**src/rtl/addseq_ctrl.sv**
```systemverilog
// Multi-cycle W-bit add/subtract controller that time-shares one external
// combinational 8-bit adder slice, processing one byte per clock, LSB first.
module addseq_ctrl #(
  parameter int NBYTES = 4,
  parameter int CW     = 3
) (
  input  logic                  clk,
  input  logic                  rst_n,
  input  logic                  start,
  input  logic                  sub,
  input  logic [8*NBYTES-1:0]   in1,
  input  logic [8*NBYTES-1:0]   in2,
  output logic                  ready,
  output logic                  busy,
  output logic                  done,
  output logic [8*NBYTES-1:0]   result,
  output logic                  carryout,
  output logic                  overflow,
  output logic                  zero,
  output logic [7:0]            slc_a,
  output logic [7:0]            slc_b,
  output logic                  slc_cin,
  input  logic [7:0]            slc_sum,
  input  logic                  slc_cout
);

  localparam int W = 8 * NBYTES;

  localparam logic [1:0] IDLE = 2'd0;
  localparam logic [1:0] RUN  = 2'd1;
  localparam logic [1:0] DONE = 2'd2;

  // Every byte except the top one, which is arriving from the slice on the final edge.
  localparam logic [W-1:0] LOW_MASK = {{8{1'b0}}, {(W-8){1'b1}}};

  logic [1:0]    state;
  logic [W-1:0]  opa;
  logic [W-1:0]  opb;
  logic [CW-1:0] cnt;
  logic          carry;
  logic          last;

  assign ready = (state == IDLE);
  assign busy  = (state == RUN);
  assign done  = (state == DONE);
  assign last  = (cnt == CW'(NBYTES - 1));

  always_comb begin
    slc_a   = '0;
    slc_b   = '0;
    slc_cin = 1'b0;
    if (state == RUN) begin
      slc_cin = carry;
      for (int unsigned i = 0; i < NBYTES; i++) begin
        if (cnt == CW'(i)) begin
          slc_a = opa[i*8 +: 8];
          slc_b = opb[i*8 +: 8];
        end
      end
    end
  end

  always_ff @(posedge clk or negedge rst_n) begin
    if (!rst_n) begin
      state    <= IDLE;
      opa      <= '0;
      opb      <= '0;
      cnt      <= '0;
      carry    <= 1'b0;
      result   <= '0;
      carryout <= 1'b0;
      overflow <= 1'b0;
      zero     <= 1'b0;
    end else begin
      case (state)
        IDLE: begin
          if (start) begin
            opa      <= in1;
            opb      <= sub ? ~in2 : in2;
            carry    <= sub;
            cnt      <= '0;
            carryout <= 1'b0;
            overflow <= 1'b0;
            zero     <= 1'b0;
            state    <= RUN;
          end
        end
        RUN: begin
          for (int unsigned i = 0; i < NBYTES; i++) begin
            if (cnt == CW'(i)) result[i*8 +: 8] <= slc_sum;
          end
          carry <= slc_cout;
          cnt   <= cnt + CW'(1);
          if (last) begin
            carryout <= slc_cout;
            overflow <= slc_a[7] ^ slc_b[7] ^ slc_sum[7] ^ slc_cout;
            // Equivalent to testing the full result once the top byte has landed.
            zero     <= ((result & LOW_MASK) == '0) && (slc_sum == 8'h00);
            state    <= DONE;
          end
        end
        DONE: state <= IDLE;
        default: state <= IDLE;
      endcase
    end
  end

endmodule

```
**config.mk**
```make
export PLATFORM = sky130hd
export DESIGN_NAME = addseq_ctrl
export DESIGN_NICKNAME = d
export VERILOG_FILES = /design/src/rtl/addseq_ctrl.sv
export SDC_FILE = /design/constraint.sdc
export NUM_CORES = 1
export LEC_CHECK = 0
export CAP_MARGIN = 20
export CORE_UTILIZATION = 44
export DETAILED_ROUTE_END_ITERATION = 10
export PLACE_DENSITY_LB_ADDON = 0.08
export SYNTH_ARGS = -nofsm -noshare
export SYNTH_HDL_FRONTEND = slang
export SYNTH_SLANG_ARGS = --single-unit
```
**constraint.sdc**
```tcl
create_clock -name clk -period 2.1 [get_ports clk]
set_input_delay 0.315 -clock clk [delete_from_list [all_inputs] [get_ports clk]]
set_output_delay 0.315 -clock clk [all_outputs]
set_load 0.05 [all_outputs]
```
---- Word-level counts from Yosys, hierarchy flattened ----
Index checks and enable logic that the tools add are counted.
operators by class
  equal/unequal tests ..................... 7
  reductions and logical operators ........ 14
  multiplexer cells ....................... 26
  add/sub/neg operators ................... 1
  bitwise logic cells ..................... 4
operators with widths
  cell                 number
  $mux 8               10
  $logic_not 32->1     1
  $mux 32              1
  $not 32->32          1
  $reduce_and 2->1     7
  $logic_not 8->1      1
  $pmux 1 s2           4
  $eq 3x2->1 const B   2
  $mux 1               6
  $pmux 3 s2           1
  $mux 2               2
  $pmux 2 s2           1
  $add 3x1->3 const B  1
  $eq 3x1->1 const B   1
  $logic_not 3->1      1
  $mux 3               1
  $reduce_and 3->1     1
  $xor 1x1->1          3
  $eq 2x1->1 const B   1
  $eq 2x2->1 const B   1
  $logic_not 2->1      1
  $ne 2x1->1 const B   1
  $ne 2x2->1 const B   1
  $reduce_bool 2->1    1
  $logic_and 1x1->1    1
word-level totals
  output and inout bits ................... 55
  logic and storage cells ................. 64
  bits of input ports ..................... 77
  register bits after elaboration ......... 105

---- Depth between registers and ports, before layout ----
Gate-level depths: netlist (run 1).
  depth after elaboration ................. 11
  mapped depth ............................ 10
  depth with buffers taken out ............ 8

---- Least setup slack after synthesis (run 1) ----
Ideal clock, no wire load.
  path type ............................... reg2reg
  from .................................... register cnt[0]
  to ...................................... register overflow
  period minus slack after synthesis ...... 2497 ps
  required time ........................... 1979 ps
  stages on the path, launching flop included .. 9
  setup slack ............................. -397 ps
  path buffers ............................ 1
  data arrival time ....................... 2376 ps
  setup time .............................. 121 ps
  cells stage by stage .................... dfrtp_1 > ha_1 > ha_1 > buf_6 > nor2_2 > o221ai_1 > a21oi_2 > xnor3_1 > a22o_1
between the ends
  word-level cells in the longest chain between the ends .. 11
  elaborated cells between the ends (all ways) .. 21
  classes of those cells .................. 4 x eq/ne; 12 x mux; 3 x bitwise; 2 x reduce/logical
RTL lines
  item                         RTL line  source
  from (decl)                  39        logic [CW-1:0] cnt;
  from (signal assigned)       93        cnt <= cnt + CW'(1);
  $logic_not 3->1              55        if (cnt == CW'(i)) begin
  $mux 8 (3 in series)         55
  $mux 8 *                     55
  $mux 8 *                     52        if (state == RUN) begin
  named net slc_b[7]           21        output logic [7:0] slc_b,
  $xor 1x1->1 * (3 in series)  96        overflow <= slc_a[7] ^ slc_b[7] ^ slc_sum[7] ^ slc_cout;
  $mux 1 *                     94        if (last) begin
  $pmux 1 s2 *                 75        case (state)
  to (signal assigned)         96
  to (decl)                    18        output logic overflow,
Mark *: on every way through the listed nets, which the timed path passes. The rest lies on a longest branch. The select of a mux whose other input is x is not followed.
A chain may end at the register's enable or synchronous reset.

---- Final worst setup path (run 1) ----
  from .................................... register cnt[1]
  to ...................................... output slc_a[0]
between the ends
  word-level cells in the longest chain between the ends .. 6
  elaborated cells between the ends (all ways) .. 9
  classes of those cells .................. 3 x eq/ne; 5 x mux; 1 x reduce/logical
RTL lines
  item                  RTL line  source
  $logic_not 3->1       55
  $mux 8 (3 in series)  55
  $mux 8 *              55
  $mux 8 *              52
  to (decl)             20        output logic [7:0] slc_a,
Every way passes the cells marked *; elsewhere a longest branch is shown, timed or not.

==> qor.yml, run 1 <==
ys.flop_type: "dfrtp_1"
yosysTopAreaCellShare_pct: 53.8
top_level_ports: 132
initial_core_util_pct: 45.0
min-delay-start: "sub"
cp.arrival_ns: 2.02
power_leakage_nw: 3.12
synth_top_area_cell: "dfrtp_1"
clk-insertion-delay-late_ns: 0.37
crit_chain: "buf_4 -> ha_2 -> ha_4 -> nor2_4 -> buf_8 -> a22oi_2 -> nor2_2 -> buf_12"
seq_area_frac_synth_pct: 53.8
final_nets: 738
crit_path_end_kind: "output pin"
drive_gt1_share_pct: 19.7
fin_worst_skew_ns: 0.0124
drc_errors: 1
fp.dieH_um: 107
cp_top_family: "buffers and inverters"
grt_pass1_wl_um: 20300
final_antenna_net_count: 0
num_rows: 38
synth_area_um2: 4880
synth_edf_count: 0
power.total_mw: 12.4
grt_max_degree: 54
path_clk_slew_ns: 0.10
synth_seq_cells: 105
synth.area.top_cells: "dfrtp_1, nand2_1, xnor2_1, mux2_1, a22oi_1"
num_vias: 4081
worst_pin_slew_ns: 0.595
finalCriticalPeriod_ns: 2.34
dr.pass1.iters: 7
setup_viol: 16
post_synth.cell_area_avg_um2: 9.53
drv_slew: 0
cts_max_path_buffers: 2
grt_antenna_before_repair: 0
finalHoldViolations: 0
max_freq_mhz: 428
diodes: 0
required_ns: 1.78
die_x_um: 107
grt_pass1_vias: 4137
cp-start-kind: "register"
clockRootBuffer: "clkbuf_8"
cap_violations: 0
cts_sinks: 105
status: "finished with violations"
viasPerCell: 5.09
cpPeakStageDelay_ns: 0.42
crit_start: "cnt[1]$_DFFE_PN0P_"
failed_checks: "design-rule violations, negative setup slack"
crit_slowest_cell: "dfrtp_1"
routedWlPerCell_um: 15.7
synth_cells: 512
cts_tree: "built"
port_buffers: 131
fillCellCount: 900
fin_setup_tns_ns: -3.08
synth-async-reset-ratio_pct: 100
synth_nets: 594
place_worst_setup_slack_ns: -0.0508
grt-ovfl-total: 0
worst_slack_ns: -0.236
r2r-start: "cnt[1]$_DFFE_PN0P_"
ys_types: 39
die_area_um2: 11500
core-area_um2: 10800
r2r_setup_slack_ns: 0.01
drt_iter0_markers: 151
area_growth_pct: 48.2
h-tree-depth: 3
drt_wl_total_um: 12600
hp-class: "primary input to register"
crit_type: "register to output pin"
p_per_area_nw_per_um2: 1720
worst_ir_drop_vdd_uv: 1110
rsz0062_at_grt: "yes"
worstPathMaxFanout: 7
dp_hpwl_um: 9040
globalplace.congestion: 0.761
path_buf_inv: 3
grtUsageTotal_pct: 23.0
cts_buffers: 9
relSlewSlack_pct: 60.4
post-route-period-util_pct: 111
yosys_warnings: 0
==> flip-flops by register name, indices dropped and copies added, names as in the netlist <==
signal	count
overflow	1
carry	1
opb	32
result	32
state	2
carryout	1
cnt	3
zero	1
opa	32
==> cells in the mapped netlist, types with 2 or more instances <==
library cell    n
nand2_1       172
dfrtp_1       105
o21ai_0        41
xnor2_1        33
a22oi_1        28
mux2_1         24
clkbuf_1       22
nor2_1         17
o21ai_1        11
nor4_1          7
buf_2           6
ha_1            5
inv_1           5
nand3_1         4
buf_1           3
buf_6           3
and2_1          2
and3_1          2
nand4_1         2
==> worst register-to-register path: cells and delay by family (launching register included) <==
family                     cells  cell delay (ns)
adders and majority gates      2             0.36
AOI/OAI and AO/OA              2             0.35
xor gates and xnor gates       1             0.41
DFF                            1             0.40
and+or+nand+nor                2             0.31
buffers and inverters          2             0.17
==> where the power goes <==
group          switching, mW  internal [mW]  total, mW
clock                  0.681          0.588       1.27
sequential             0.688           3.00       3.69
combinational           4.40           3.08       7.48
==> per-stage QoR <==
step / util (%) / std cells / cell area [µm²] / hold WS [ns]
final: 66.7 / 801 / 7230 / 0.468
after global routing: 66.7 / 801 / 7230 / 0.465
after CTS: 65.6 / 797 / 7110 / 0.443
after detailed placement: 62.3 / 777 / 6750 / 0.359
after global placement: 62.3 / 777 / 6750 / 0.360
after floorplan: - / 512 / 4980 / 0.0194
==> area by class of cell <==
| class | instances | area, µm² | area share, % |
|---|---|---|---|
| Sequential cell | 105 | 2630 | 36.4 |
| Clock inverter | 4 | 51.3 | 0.709 |
| Timing Repair Buffer | 167 | 1850 | 25.6 |
| Tap cell | 140 | 175 | 2.42 |
| Clock buffer | 12 | 145 | 2.01 |
| Inverter | 7 | 31.3 | 0.433 |
| Multi-Input combinational cell | 366 | 2350 | 32.5 |
==> placed cells by master, fill, tap and decap left out, types with 3 or more instances in the layout <==
| cell type | netlist | layout |
|---|---|---|
| a22oi_1 | 28 | 7 |
| a22oi_2 | 0 | 21 |
| buf_12 | 0 | 23 |
| buf_4 | 0 | 26 |
| buf_6 | 3 | 5 |
| clkbuf_8 | 0 | 10 |
| clkdlybuf4s50_1 | 0 | 109 |
| dfrtp_1 | 105 | 104 |
| ha_4 | 0 | 3 |
| inv_1 | 5 | 3 |
| inv_2 | 1 | 3 |
| mux2_1 | 24 | 24 |
| nand2_1 | 172 | 171 |
| nand3_1 | 4 | 4 |
| nor2_1 | 17 | 3 |
| nor2_2 | 1 | 3 |
| nor2_4 | 0 | 12 |
| nor4_1 | 7 | 7 |
| o21ai_0 | 41 | 37 |
| o21ai_1 | 11 | 10 |
| o21ai_2 | 0 | 5 |
| xnor2_1 | 33 | 33 |
==> path summary, 6_finish.rpt <==
check	endpoint	cells past startpoint
max	slc_a[0]	8
min	carry$_DFFE_PN0P_	3
max reg2reg	overflow$_DFFE_PN0P_	9
min reg2reg	opb[7]$_DFFE_PN0P_	2
max in group asynchronous	opb[28]$_DFFE_PN0P_	3
min in group asynchronous	zero$_DFFE_PN0P_	2
==> cell families after synthesis <==
group | Yosys count | share of synthesized area (%)
buf+inv | 41 | 3.87
flops | 105 | 53.8
fa+ha+maj | 5 | 1.28
simple gates | 215 | 18.1
compound gates | 88 | 11.0
mux | 24 | 5.54
xor+xnor | 34 | 6.38
==> layer usage <==
metal  vias up  global-route usage, %  wire length (µm)
met5         -                      0                 0
met4         0                   7.05               112
met3         9                   3.93               428
met2        93                   36.4              6160
met1      1990                   32.4              5890
li1       1989                      -                 -
==> timing repair <==
action	CTS	global route
setup endpoints to repair	17	18
pin swaps	13	4
hold endpoints to repair	43	0
buffers inserted	3	4
gates resized for setup	34	21
hold buffers	1	0
cloned	1	0
No activity file was read; power rests on OpenSTA's default activity.
==> run 2, diff against run 1 <==
--- a/config.mk
+++ b/config.mk
@@ -7,6 +7,7 @@
 export LEC_CHECK = 0
 export CAP_MARGIN = 20
 export CORE_UTILIZATION = 44
+export CTS_CLUSTER_DIAMETER = 200
 export DETAILED_ROUTE_END_ITERATION = 10
 export PLACE_DENSITY_LB_ADDON = 0.08
 export SYNTH_ARGS = -nofsm -noshare
==> results of run 2 <==
Same layout as run 1: the final DEF is identical, and so are final timing and power.
